[src/rtl/spi_frame_rx.sv]
// spi_frame_rx: SPI mode-0 frame receiver that delivers NUM_CH*DATA_WIDTH-bit frames over a valid/ready output
//   clk, rst         : system clock, synchronous active-high reset
//   sclk, mosi, cs   : SPI slave pins (asynchronous to clk, cs active-low, MSB first)
//   m_data, m_valid  : received frame (channel 0 in the MSBs) and its valid flag
//   m_ready          : consumer accepts m_data when m_valid and m_ready are both high
//   err_short        : one-cycle pulse when cs rises before a full frame
//   err_overrun      : one-cycle pulse when a completed frame is dropped
//   frame_cnt        : count of frames accepted into m_data, wraps at 16 bits
module spi_frame_rx #(
    parameter  int DATA_WIDTH = 12,
    parameter  int NUM_CH     = 3,
    localparam int FRAME_BITS = NUM_CH * DATA_WIDTH
) (
    input  logic                  clk,
    input  logic                  rst,
    input  logic                  sclk,
    input  logic                  mosi,
    input  logic                  cs,
    output logic [FRAME_BITS-1:0] m_data,
    output logic                  m_valid,
    input  logic                  m_ready,
    output logic                  err_short,
    output logic                  err_overrun,
    output logic [15:0]           frame_cnt
);
    localparam int CW = $clog2(FRAME_BITS + 1);

    typedef enum logic [1:0] {IDLE, SHIFT, WAIT_CS, SYNC} state_t;

    state_t                state_q, state_d;
    logic [1:0]            sclk_sync_q, mosi_sync_q, cs_sync_q;
    logic                  sclk_prev_q, cs_prev_q;
    logic [CW-1:0]         cnt_q, cnt_d;
    logic [FRAME_BITS-1:0] shift_q, shift_d, m_data_q, m_data_d;
    logic                  m_valid_q, m_valid_d;
    logic                  err_short_q, err_short_d, err_overrun_q, err_overrun_d;
    logic [15:0]           frame_cnt_q, frame_cnt_d;
    logic                  sclk_rise, cs_fall, cs_rise, done, accept;

    assign sclk_rise = sclk_sync_q[1] & ~sclk_prev_q;
    assign cs_fall   = ~cs_sync_q[1] & cs_prev_q;
    assign cs_rise   = cs_sync_q[1] & ~cs_prev_q;

    always_comb begin
        state_d     = state_q;
        cnt_d       = cnt_q;
        shift_d     = shift_q;
        done        = 1'b0;
        err_short_d = 1'b0;
        case (state_q)
            IDLE: if (cs_fall) begin
                cnt_d   = '0;
                shift_d = '0;
                state_d = SHIFT;
            end
            SHIFT: if (cs_rise) begin
                err_short_d = 1'b1;
                cnt_d       = '0;
                shift_d     = '0;
                state_d     = IDLE;
            end else if (sclk_rise) begin
                shift_d = {shift_q[FRAME_BITS-2:0], mosi_sync_q[1]};
                cnt_d   = cnt_q + CW'(1);
                // The frame is issued on the same edge that shifts in its last bit.
                if (cnt_q == CW'(FRAME_BITS - 1)) begin
                    done    = 1'b1;
                    state_d = WAIT_CS;
                end
            end
            WAIT_CS: if (cs_rise) state_d = IDLE;
            // Leaving only once cs is seen high guarantees a frame cut by reset is never resumed.
            SYNC: if (cs_sync_q[1]) state_d = IDLE;
            default: state_d = SYNC;
        endcase
    end

    // A held frame is only replaced when the consumer takes it in the same cycle.
    assign accept        = done & (~m_valid_q | m_ready);
    assign err_overrun_d = done & m_valid_q & ~m_ready;
    assign m_valid_d     = accept | (m_valid_q & ~m_ready);
    assign m_data_d      = accept ? shift_d : m_data_q;
    assign frame_cnt_d   = frame_cnt_q + 16'(accept);

    always_ff @(posedge clk) begin
        if (rst) begin
            state_q       <= SYNC;
            sclk_sync_q   <= '0;
            mosi_sync_q   <= '0;
            // cs resets low so SYNC waits for the real pin level before arming edge detection.
            cs_sync_q     <= '0;
            sclk_prev_q   <= 1'b0;
            cs_prev_q     <= 1'b0;
            cnt_q         <= '0;
            shift_q       <= '0;
            m_data_q      <= '0;
            m_valid_q     <= 1'b0;
            err_short_q   <= 1'b0;
            err_overrun_q <= 1'b0;
            frame_cnt_q   <= '0;
        end else begin
            state_q       <= state_d;
            sclk_sync_q   <= {sclk_sync_q[0], sclk};
            mosi_sync_q   <= {mosi_sync_q[0], mosi};
            cs_sync_q     <= {cs_sync_q[0], cs};
            sclk_prev_q   <= sclk_sync_q[1];
            cs_prev_q     <= cs_sync_q[1];
            cnt_q         <= cnt_d;
            shift_q       <= shift_d;
            m_data_q      <= m_data_d;
            m_valid_q     <= m_valid_d;
            err_short_q   <= err_short_d;
            err_overrun_q <= err_overrun_d;
            frame_cnt_q   <= frame_cnt_d;
        end
    end

    assign m_data      = m_data_q;
    assign m_valid     = m_valid_q;
    assign err_short   = err_short_q;
    assign err_overrun = err_overrun_q;
    assign frame_cnt   = frame_cnt_q;
endmodule

[config.mk]
export PLATFORM = sky130hd
export DESIGN_NAME = spi_frame_rx
export DESIGN_NICKNAME = d
export VERILOG_FILES = /design/src/rtl/spi_frame_rx.sv
export SDC_FILE = /design/constraint.sdc
export NUM_CORES = 1
export LEC_CHECK = 0
export BUFFER_PORTS_ARGS = -buffer_cell sky130_fd_sc_hd__buf_2
export CORE_UTILIZATION = 60
export DETAILED_ROUTE_END_ITERATION = 16
export GPL_ROUTABILITY_DRIVEN = 1
export GPL_TIMING_DRIVEN = 1
export MAX_ROUTING_LAYER = met4
export PLACE_DENSITY = 0.83
export SLEW_MARGIN = 25
export SYNTH_ARGS = -nofsm -noshare
export SYNTH_HDL_FRONTEND = slang
export SYNTH_SLANG_ARGS = --single-unit
[constraint.sdc]
create_clock -name clk -period 4.25 [get_ports clk]
set_input_delay 1.275 -clock clk [delete_from_list [all_inputs] [get_ports clk]]
set_output_delay 1.275 -clock clk [all_outputs]
set_load 0.1 [all_outputs]
# Word-level counts from Yosys, hierarchy flattened
# Cells that the tools add are included.
# totals
wordCells	64
in_bits	6
regBits	107
# classes
n_reduce_logical	5
add_sub_neg	2
n_eq_ne	9
muxes	20
n_bitwise	15
# op_table
cell	count
2-to-1 mux 36 bit	3
case mux 36 bit (2 select lines)	1
2-to-1 mux 6 bit	3
adder 16 x 1 -> 16 bit	1
2-to-1 mux 2 bit	6
case mux 6 bit (2 select lines)	1
case mux 2 bit (4 select lines)	1
AND 1 bit	7
adder 6 x 1 -> 6 bit (second input constant)	1
equality test 6 bit (second input constant)	1
!= test 2 bit (second input constant)	3
!= test 3 bit (second input constant)	2
inverter 1 bit	6
2-to-1 mux 1 bit	5
AND reduction 5 bit	1
equality test 2 bit (second input constant)	2
AND reduction 3 bit	1
equality test 2 x 1 -> 1 bit (second input constant)	1
zero test 2 bit	1
OR 1 bit	2
nonzero test 2 bit	1
OR reduction 2 bit	1

# Longest topological paths before layout
# Gate-level depths: netlist of the first run.
# logic_depth
word_depth	7
ltp_mapped	12
ltp_nobuf	11

# Worst setup path after synthesis of the first run
# OpenSTA, ideal clock, no wires.
# synth_timing
path_kind	input port to flip-flop
startpoint	in m_ready
endpoint	reg frame_cnt_q[15] (netlist: frame_cnt[15])
cell_stages	9
slack_ps	1148
t_required_ps	4180
arrival_ps	3032
path_cell_list	nor2b_1 > clkbuf_1 > clkbuf_1 > nor2_1 > ha_1 > nand2_1 > or3_4 > or4_1 > a21oi_1
# synth_between
elab_chain_len	3
# synth_lines
item	line	text
start, declared	21	input logic m_ready,
OR 1 bit	78	assign accept = done & (~m_valid_q | m_ready);
AND 1 bit	78	
via accept	38	logic sclk_rise, cs_fall, cs_rise, done, accept;
adder 16 x 1 -> 16 bit	82	assign frame_cnt_d = frame_cnt_q + 16'(accept);
end signal, assigned	113	frame_cnt_q <= frame_cnt_d;
end, declared	37	logic [15:0] frame_cnt_q, frame_cnt_d;
# The timed path passes the listed nets, and every way through them passes these cells.
# A chain may end at the register's enable or synchronous reset.

# Worst setup path after layout of the first run
# layout_timing
startpoint	reg cnt_q[0]
endpoint	reg frame_cnt_q[15] (netlist: frame_cnt[15])
# layout_between
elab_chain_len	7
# layout_lines
item	line	text
start, declared	33	logic [CW-1:0] cnt_q, cnt_d;
start signal, assigned	107	cnt_q <= cnt_d;
equality test 6 bit	65	if (cnt_q == CW'(FRAME_BITS - 1)) begin
2-to-1 mux 1 bit	65	
2-to-1 mux 1 bit	61	end else if (sclk_rise) begin
2-to-1 mux 1 bit	56	SHIFT: if (cs_rise) begin
2-to-1 mux 1 bit	50	case (state_q)
AND 1 bit	78	
via accept	38	
adder 16 x 1 -> 16 bit	82	
# The timed path passes the listed nets, and every way through them passes these cells.

==> metrics.md, run 1 <==
| Metric | Value |
|---|---|
| RSZ-0062 raised after global routing | no |
| Clk_skew | 0.01244 ns |
| Slew HR | 33.80% |
| CORE AREA | 0.006756 mm2 |
| DRT antenna net count | 0 |
| DR iter-0 viols | 278 |
| Sw Share | 23.63% |
| Die height | 85.62 um |
| Min Tclk post-route | 2.723 ns |
| Worst skew pair latency | 0.37 ns |
| Largest net degree at the start of global routing | 74 |
| Leak | 1.740 nW |
| Post-synthesis mux area share | 0.9544% |
| Port buffer count | 60 |
| CP Class | flip-flop to flip-flop |
| Critical path depth in cells | 10 |
| Clk buf depth | 2 |
| Area growth from synthesis to layout | 11.45% |
| Die area | 0.007331 mm2 |
| GPL Wtd Cong | 0.8026 |
| Total GRT Usage | 25.87% |
| CP Launch Type | flip-flop |
| Most used flip-flop cell after synthesis | dfxtp_1 |
| Wire per inst | 15.74 um |
| Rows | 30 |
| CTS sink count | 106 |
| Compound-gate portion of the synthesized area | 21.15% |
| Worst Path Arrival | 3.03 ns |
| Layout Nets | 497 |
| Register cell area after layout | 0.002122 mm2 |
| Worst Tran Pin Value | 0.9930 ns |
| Worst Path Buf+Inv | 0 |
| Total Wirelength | 9006 um |
| # diodes | 0 |
| Hpwl dp | 5391 um |
| Max-slew violations | 0 |
| Post-route cell area | 0.004676 mm2 |
| WP data required | 4.55 ns |
| Max_cap viols | 0 |
| Hold Vio Cnt, Final | 0 |
| Layout cell share with drive strength beyond 1 | 19.11% |
| Post-CTS Resized | 0 |
| Drt first pass iters | 5 |
| DR DRC count | 0 |
| Via count | 3641 |
| Worst Path Max Fanout | 5 |
| I/O Pins | 61 |
| Post-synth EDFFs | 0 |
| Clk pwr share | 36.3% |
| Post-DP Area | 0.004489 mm2 |
| Area of the multi-input gates | 0.001884 mm2 |
| Via density | 6.365 |
| Fill cells | 549 |
| Largest family of logic cells by synthesized area | compound AO/OA/AOI/OAI gates |
| Mapped Nets | 462 |
| Syn avg cell area | 9.282 um2 |
| Die Wd | 85.62 um |
| Hold buffers post-CTS | 0 |
| Root Buffer | clkbuf_8 |
| Crit. End Element | flip-flop |
| Commonest non-fill, non-tap cell in the layout | dfxtp_1 |
| Sw power | 0.0003846 W |
| Crit-path max cell delay | 0.41 ns |
| Cells after Synth | 452 |
| Placed cells | 556 |
| Clock Pin Slew Worst Setup and Hold Paths | 0.11 ns |
| Non-filler instance count after layout | 572 |
| First-pass GRT wire length | 14750 um |
| Hold/Removal Path Class | flip-flop to flip-flop |
| Hold path depth | 1 |
| Number of global-route vias before repair | 3175 |
| Number of synthesized register bits | 106 |
| Post-Syn Area | 0.004195 mm2 |
| Delay-heaviest family, CP | simple AND/OR/NAND/NOR gates |
| Grt ovf | 0 |
| Total CTS buffers | 9 |
| Int Power | 0.001243 W |
| Sequential Power Share | 61.5% |
| Setup WS post-layout | 1.527 ns |
| Max Clk Rate | 367.2 MHz |
| Postcts setup bufs | 0 |
| Post-synthesis adder-cell area fraction | 1.193% |
| Initial antenna violation count | 0 |
| Asr flop ratio synth | 0% |
| Logic pwr share | 2.2% |
| Most frequent cells in the layout | 106 x dfxtp_1, 60 x buf_2, 49 x nor2_1 |
| CTS tree | yes |
| Util after Layout | 69.20% |
| Slowest CP cell | dfxtp_1 |
| Dpl ws | 1.277 ns |
| Post-synth cell types | 40 |
| PwrDens | 348.1 mW/mm2 |
| Starting Density | 62.09% |
| Synth warn | 0 |
| Worst vdd ir | 0.1740 mV |
| Final setup viols | 0 |
| Htree depth | 3 |
| Synth Area in XOR/XNOR | 2.088% |
| Status | finished, final reports clean |
| CP cell instances | ha_1, nor2b_1, and3_1, nand2_1, nor2_1, ha_1, nand2_1, or3_4, or4_1, a21oi_1 |
| TNS Setup | 0 ns |
| Reg2reg path depth | 10 |
| Simple-Gate Fraction of Synth Area | 19.36% |
| Crit share post-route | 64.08% |
| Seq/Total Area, Yosys | 50.58% |
logic make-up (layout without fill, tap and decap cells):
kind of cell    Yosys count  in the layout
mux                       4              4
fa+ha+maj                 4              4
buf+inv                  48             88
simple gates            152            152
compound gates          128            128
flops                   106            106
xor+xnor                 10             10
layout make-up:
class,count,area share [%]
sequential,106,45.38
clock inverter,6,1.044
tap,80,2.141
clock buffer,10,2.944
multi-input combinational,298,40.30
inverter,2,0.1606
timing repair buffer,70,8.028
through the flow:
stage	hold WS, ns	total power (W)
after detailed placement	0.4318	0.001060
after CTS	0.4537	0.001640
after global routing	0.4637	0.001693
after global placement	0.4202	0.001058
final	0.4478	0.001627
after floorplan	0.4138	0.001050
Yosys cell counts, types with 2 or more instances:
cell	n	share of area [%]
nand2b_1	5	0.75
clkbuf_1	33	3.0
nand4_1	40	6.0
nor2b_1	14	2.1
dfxtp_1	106	51
nor2_1	49	4.4
buf_2	13	1.6
o21ai_0	3	0.36
mux2i_1	4	0.95
nand2_1	14	1.3
inv_1	2	0.18
nor4_1	2	0.30
a32oi_1	36	7.5
and3_1	3	0.45
and4_1	2	0.42
a21oi_1	46	5.5
nand3_1	9	1.1
xnor2_1	3	0.63
xor2_1	7	1.5
o31ai_1	37	6.6
ha_1	4	1.2
or3_1	2	0.30
power groups by stage:
stage	sequential [W]	clock, W	combinational (W)
2_1_floorplan	0.00102	0	0.0000269
3_3_place_gp	0.00102	0	0.0000352
3_5_place_dp	0.00102	0	0.0000361
4_1_cts	0.00100	0.000603	0.0000362
5_1_grt	0.00100	0.000652	0.0000396
6_report	0.00100	0.000590	0.0000364
flip-flops by register name, summed over array words and instances, names as in the netlist, 2 cells and up:
name and count:
m_data 36, shift_q 35, frame_cnt 16, cnt_q 6
cs_sync_q 2, mosi_sync_q 2, sclk_sync_q 2, state_q 2
layer usage:
layer | wire length, um | global-route usage, % | part of all wire [%]
met3 | 451 | 5.679 | 5.0
met4 | 74 | 7.424 | 0.82
met2 | 4474 | 42.62 | 50
met1 | 4005 | 32.10 | 44
met5 | 0 | - | 0
worst register-to-register path, cell delays in order (launching register included):
cell and delay (ns):
dfxtp_1 0.41, ha_1 0.21, nor2b_1 0.22, and3_1 0.21, nand2_1 0.12, nor2_1 0.24, ha_1 0.22, nand2_1 0.11
or3_4 0.37, or4_1 0.40, a21oi_1 0.16
path summary, 6_finish.rpt:
| kind | from | slack, ns | end |
|---|---|---|---|
| min | cs_sync_q[0] | 0.45 | cs_sync_q[1] |
| max reg2reg | cnt_q[0] | 1.53 | frame_cnt[15] |
| max | cnt_q[0] | 1.53 | frame_cnt[15] |
| min reg2reg | cs_sync_q[0] | 0.45 | cs_sync_q[1] |
No activity file was read; power rests on OpenSTA's default activity.
==> run 2: changes to the inputs <==
ABC_AREA = 1   (was default)
CORE_UTILIZATION = 51   (was 60)
PLACE_DENSITY = 0.75   (was 0.83)
clock period = 2.5 ns   (was 4.25 ns; I/O delays follow)
==> metrics.md, run 2 <==
| Metric | Value |
|---|---|
| First-pass GRT wire length | 14350 um |
| Largest family of logic cells by synthesized area | simple AND/OR/NAND/NOR gates |
| Worst Path Buf+Inv | 2 |
| Top cells by area, synth | dfxtp_1 48%, nand2_1 18%, inv_1 8.5% |
| Synth Area in XOR/XNOR | 0.3912% |
| Most frequent cells in the layout | 210 x nand2_1, 106 x dfxtp_1, 101 x inv_1 |
| Asr flop ratio synth | 0% |
| Worst Path Max Fanout | 4 |
| Wire per inst | 10.88 um |
| Mapped Nets | 637 |
| Total Wirelength | 8592 um |
| Largest net degree at the start of global routing | 43 |
| Hold Vio Cnt, Final | 0 |
| Slew HR | 48.04% |
| CP Launch Type | flip-flop |
| Hold/Removal Path Class | flip-flop to flip-flop |
| Status | finished, final reports clean |
| Delay-heaviest family, CP | simple AND/OR/NAND/NOR gates |
| CTS tree | yes |
| Postcts setup bufs | 0 |
| Wl on met1 | 4038 um |
| Starting Density | 53.69% |
| TNS Setup | 0 ns |
| Post-synthesis mux area share | 0% |
| Die area | 0.009159 mm2 |
| Number of synthesized register bits | 107 |
| Clock Pin Slew Worst Setup and Hold Paths | 0.10 ns |
| Clk_skew | 0.01292 ns |
| Share of the synthesized area in the top cell type | 47.83% |
| Routed length on met3 | 371 um |
| CTS sink count | 107 |
| Drt first pass iters | 6 |
| Worst vdd ir | 0.2367 mV |
| Hold Worst Slack | 0.4152 ns |
| Rows | 33 |
| Number of global-route vias before repair | 3356 |
| CP cell instances | ha_1, nand4_1, nor2_4, nand2_4, inv_4, ha_1, ha_1, nand2_1, inv_1, nand4_1, nor2_2, nand2_1, o21ai_0, nor2_1 |
| Seq/Total Area, Yosys | 47.83% |
| Crit share post-route | 91.14% |
| CORE AREA | 0.008341 mm2 |
| Via density | 4.730 |
| Worst skew pair latency | 0.37 ns |
| Leak | 2.423 nW |
| DRT antenna net count | 0 |
| Root Buffer | clkbuf_8 |
| Initial antenna violation count | 0 |
| Die height | 95.71 um |
| Syn avg cell area | 7.142 um2 |
| Port buffer count | 60 |
| Grt ovf | 0 |
| Post-route cell area | 0.005016 mm2 |
| Max_cap viols | 0 |
| Dpl ws | 0.1630 ns |
| Post-Syn Area | 0.004478 mm2 |
| Most used flip-flop cell after synthesis | dfxtp_1 |
| Area growth from synthesis to layout | 12.01% |
| Max Clk Rate | 438.9 MHz |
| DR WL met2 | 4005 um |
| Worst Tran Pin Value | 0.7766 ns |
| RSZ-0062 raised after global routing | no |
| Post-synth cell types | 30 |
| Synth warn | 0 |
| WP data required | 2.77 ns |
| Cells after Synth | 627 |
| Crit. End Element | flip-flop |
| PwrDens | 583.6 mW/mm2 |
| DR iter-0 viols | 180 |
| # diodes | 0 |
| Top-count cell post-synth | nand2_1 |
| Yosys top cell by area | dfxtp_1 |
| Via count | 3737 |
| Htree depth | 3 |
| Clk buf depth | 2 |
| Crit-path max cell delay | 0.37 ns |
| Hold buffers post-CTS | 0 |
| Post-synth top cells | 210 x nand2_1, 107 x dfxtp_1, 101 x inv_1 |
| Post-CTS Resized | 0 |
| Min Tclk post-route | 2.279 ns |
| Hpwl dp | 5564 um |
| Post-synth EDFFs | 0 |
| Total CTS buffers | 9 |
| Highest metal used | met4 |
| Compound-gate portion of the synthesized area | 10.09% |
| Reg2Reg Setup Slack | 0.22 ns |
| Max-slew violations | 0 |
| Commonest non-fill, non-tap cell in the layout | nand2_1 |
| Worst Path Arrival | 2.55 ns |
| Die Wd | 95.71 um |
| Layout Nets | 690 |
| Slowest CP cell | dfxtp_1 |
| GPL Wtd Cong | 0.8015 |
| Post-DP Area | 0.004802 mm2 |
| Crit-path most repeated cell | ha_1 |
| Util after Layout | 60.14% |
| Post-synthesis adder-cell area fraction | 1.118% |
| Simple-Gate Fraction of Synth Area | 27.69% |
| Final setup viols | 0 |
| Total GRT Usage | 20.83% |
| Layout cell share with drive strength beyond 1 | 18.98% |
| Setup WS post-layout | 0.2215 ns |
| I/O Pins | 61 |
| CP Class | flip-flop to flip-flop |
| DR DRC count | 0 |
## run 2: cell types whose count changed in the layout (fill, tap and decap cells not counted), moves of 13 or more
cell / before / now
nand2_1: 14 / 210
inv_1: 2 / 101
nand4_1: 40 / 3
o31ai_1: 37 / 0
a32oi_1: 36 / 0
a21oi_2: 0 / 29
a21oi_1: 46 / 21
nor2_1: 49 / 71
nor2b_1: 13 / 0
## run 2: kinds of logic (layout without fill, tap and decap cells)
family / Yosys count / count (layout)
and+or+nand+nor: 312 / 312
adders and majority gates: 4 / 4
xor gates and xnor gates: 2 / 2
buffers and inverters: 136 / 194
DFF: 107 / 107
AOI/OAI and AO/OA: 66 / 66
## run 2: through the flow
step | total power, W | instances
after detailed placement | 0.001864 | 774
final | 0.002927 | 790
after global routing | 0.003031 | 790
after global placement | 0.001860 | 774
after floorplan | 0.001839 | 627
after CTS | 0.002952 | 790
## run 2: path summary, 6_finish.rpt
path / start / end / depth (start not counted)
min: mosi_sync_q[0] / mosi_sync_q[1] / 2
max: cnt_q[1] / frame_cnt[12] / 14
min reg2reg: mosi_sync_q[0] / mosi_sync_q[1] / 2
max reg2reg: cnt_q[1] / frame_cnt[12] / 14
## run 2: final cells by class
class,instances,area (um2)
fill,802,3324
tap,105,131.4
clock buffer,10,137.6
multi-input combinational,384,1762
sequential,107,2143
clock inverter,6,73.82
timing repair buffer,66,345.3
inverter,112,422.9
## run 2: routing by layer
| metal | global-route usage (%) | vias up |
|---|---|---|
| met5 | - | - |
| met1 | 24.44 | 1657 |
| met3 | 3.002 | 17 |
| li1 | - | 1965 |
| met2 | 35.36 | 98 |
| met4 | 9.577 | 0 |
## run 2: tightest hold or removal path, stage by stage (launching register included)
cell     delay [ns]
dfxtp_1        0.31
inv_1          0.04
nor2_1         0.03
## run 2: where the power goes
group          leakage [nW]  internal, W  switching (W)
Combinational          1.46    0.0000244      0.0000778
Sequential            0.864      0.00171     0.00000834
Clock                 0.101     0.000501       0.000602
==> run 3: changes to the inputs <==
CORE_MARGIN = 8   (was default)
SKIP_LAST_GASP = 1   (was default)
==> metrics.md, run 3 (synthesis gave the netlist of run 2 again) <==
| Metric | Value |
|---|---|
| Status | finished, final reports clean |
| Die area | 0.01204 mm2 |
| Hpwl dp | 5741 um |
| Starting Density | 51.85% |
| Final setup viols | 0 |
| Hold path depth | 2 |
| Largest net degree at the start of global routing | 59 |
| DRT antenna net count | 0 |
| TNS Setup | 0 ns |
| Min Tclk post-route | 2.273 ns |
| Hold buffers post-CTS | 0 |
| Rows | 34 |
| Leak | 2.433 nW |
| Htree depth | 3 |
| Layout cell share with drive strength beyond 1 | 18.71% |
| Clock Pin Slew Worst Setup and Hold Paths | 0.10 ns |
| CP Class | flip-flop to flip-flop |
| Worst Path Arrival | 2.52 ns |
| Via density | 4.643 |
| Most frequent cells in the layout | 210 x nand2_1, 106 x dfxtp_1, 101 x inv_1 |
| CORE AREA | 0.008636 mm2 |
| Area growth from synthesis to layout | 12.55% |
| Worst skew pair latency | 0.36 ns |
| Worst Path Max Fanout | 4 |
| Initial antenna violation count | 0 |
| I/O Pins | 61 |
| Reg2reg path depth | 14 |
| Commonest non-fill, non-tap cell in the layout | nand2_1 |
| Worst reg2reg path endpoint | frame_cnt[12] |
| First-pass GRT wire length | 15130 um |
| Hold Worst Slack | 0.4074 ns |
| CTS tree | yes |
| Util after Layout | 58.36% |
| Wire per inst | 11.05 um |
| Register cell area after layout | 0.002143 mm2 |
| Hold Vio Cnt, Final | 0 |
| Slew HR | 47.13% |
| Total GRT Usage | 15.87% |
| Crit. End Element | flip-flop |
| CP Launch Type | flip-flop |
| Clk_skew | 0.01121 ns |
| WP data required | 2.75 ns |
| Max Clk Rate | 440.0 MHz |
| Die Wd | 109.7 um |
| Drt first pass iters | 4 |
| DR DRC count | 0 |
| Via count | 3677 |
| Area of the multi-input gates | 0.001762 mm2 |
| Fill cells | 824 |
| Root Buffer | clkbuf_8 |
| Worst vdd ir | 0.3010 mV |
| Max_cap viols | 0 |
| Total CTS buffers | 9 |
| Port buffer count | 60 |
| PwrDens | 593.7 mW/mm2 |
| Hold EP | mosi_sync_q[1] |
| Die height | 109.7 um |
| Worst Hold Launch | mosi_sync_q[0] |
| Worst r2r src | cnt_q[1] |
| DR iter-0 viols | 169 |
| Clk buf depth | 2 |
| Layout Nets | 689 |
| Worst Tran Pin Value | 0.7902 ns |
| Number of global-route vias before repair | 3549 |
| Total Wirelength | 8751 um |
| CTS sink count | 107 |
| # diodes | 0 |
| Crit share post-route | 90.91% |
| Max-slew violations | 0 |
| Reg2Reg Setup Slack | 0.23 ns |
| GPL Wtd Cong | 0.8000 |
| Hold/Removal Path Class | flip-flop to flip-flop |
| Grt ovf | 0 |
==> run 3: routing by layer <==
metal	global-route usage (%)	wire (um)
met1	18.21	4132
met2	26.83	4071
met3	3.400	427
met4	5.497	119
met5	-	0
==> run 3: worst max-delay path, stage by stage, from the launching register on <==
cell	delay (ns)
dfxtp_1	0.36
ha_1	0.19
nand4_1	0.17
nor2_4	0.17
nand2_4	0.07
inv_4	0.06
ha_1	0.13
ha_1	0.16
nand2_1	0.06
inv_1	0.10
nand4_1	0.19
nor2_2	0.21
nand2_1	0.08
o21ai_0	0.15
nor2_1	0.06
==> run 3: through the flow <==
step | area [um2] | setup WS, ns | total power (W) | cells
global placement | 4803 | 0.2077 | 0.001860 | 775
floorplan | 4479 | 0.06116 | 0.001839 | 627
CTS | 5030 | 0.1562 | 0.003020 | 791
finish | 5040 | 0.2273 | 0.002992 | 792
global route | 5040 | -0.001003 | 0.003107 | 792
detailed placement | 4803 | 0.1112 | 0.001863 | 775
==> run 3: cell type report <==
type                       count  area share (%)
clock inverter                 5           1.688
multi-input combinational    384           34.96
inverter                     112           8.391
clock buffer                  11           2.805
tap                          108           2.681
timing repair buffer          65           6.951
sequential                   107           42.53
==> run 3: what timing repair did <==
item,CTS,global route
gates resized for setup,0,1
setup endpoints to repair,0,1
setup buffers,0,1
==> run 3: worst max-delay path by stage <==
stage                          start             to  cells after the start
final                       cnt_q[1]  frame_cnt[12]                     14
after global routing      state_q[1]  frame_cnt[12]                     16
after CTS                   cnt_q[1]  frame_cnt[12]                     14
after detailed placement     m_ready  frame_cnt[12]                     14
after global placement       m_ready  frame_cnt[11]                     12
after floorplan              m_ready  frame_cnt[12]                     14
==> run 3: power breakdown <==
group	internal, W	leakage, nW	switching [W]
registers	0.00171	0.864	0.00000772
clock network	0.000598	0.110	0.000571
logic	0.0000243	1.46	0.0000770
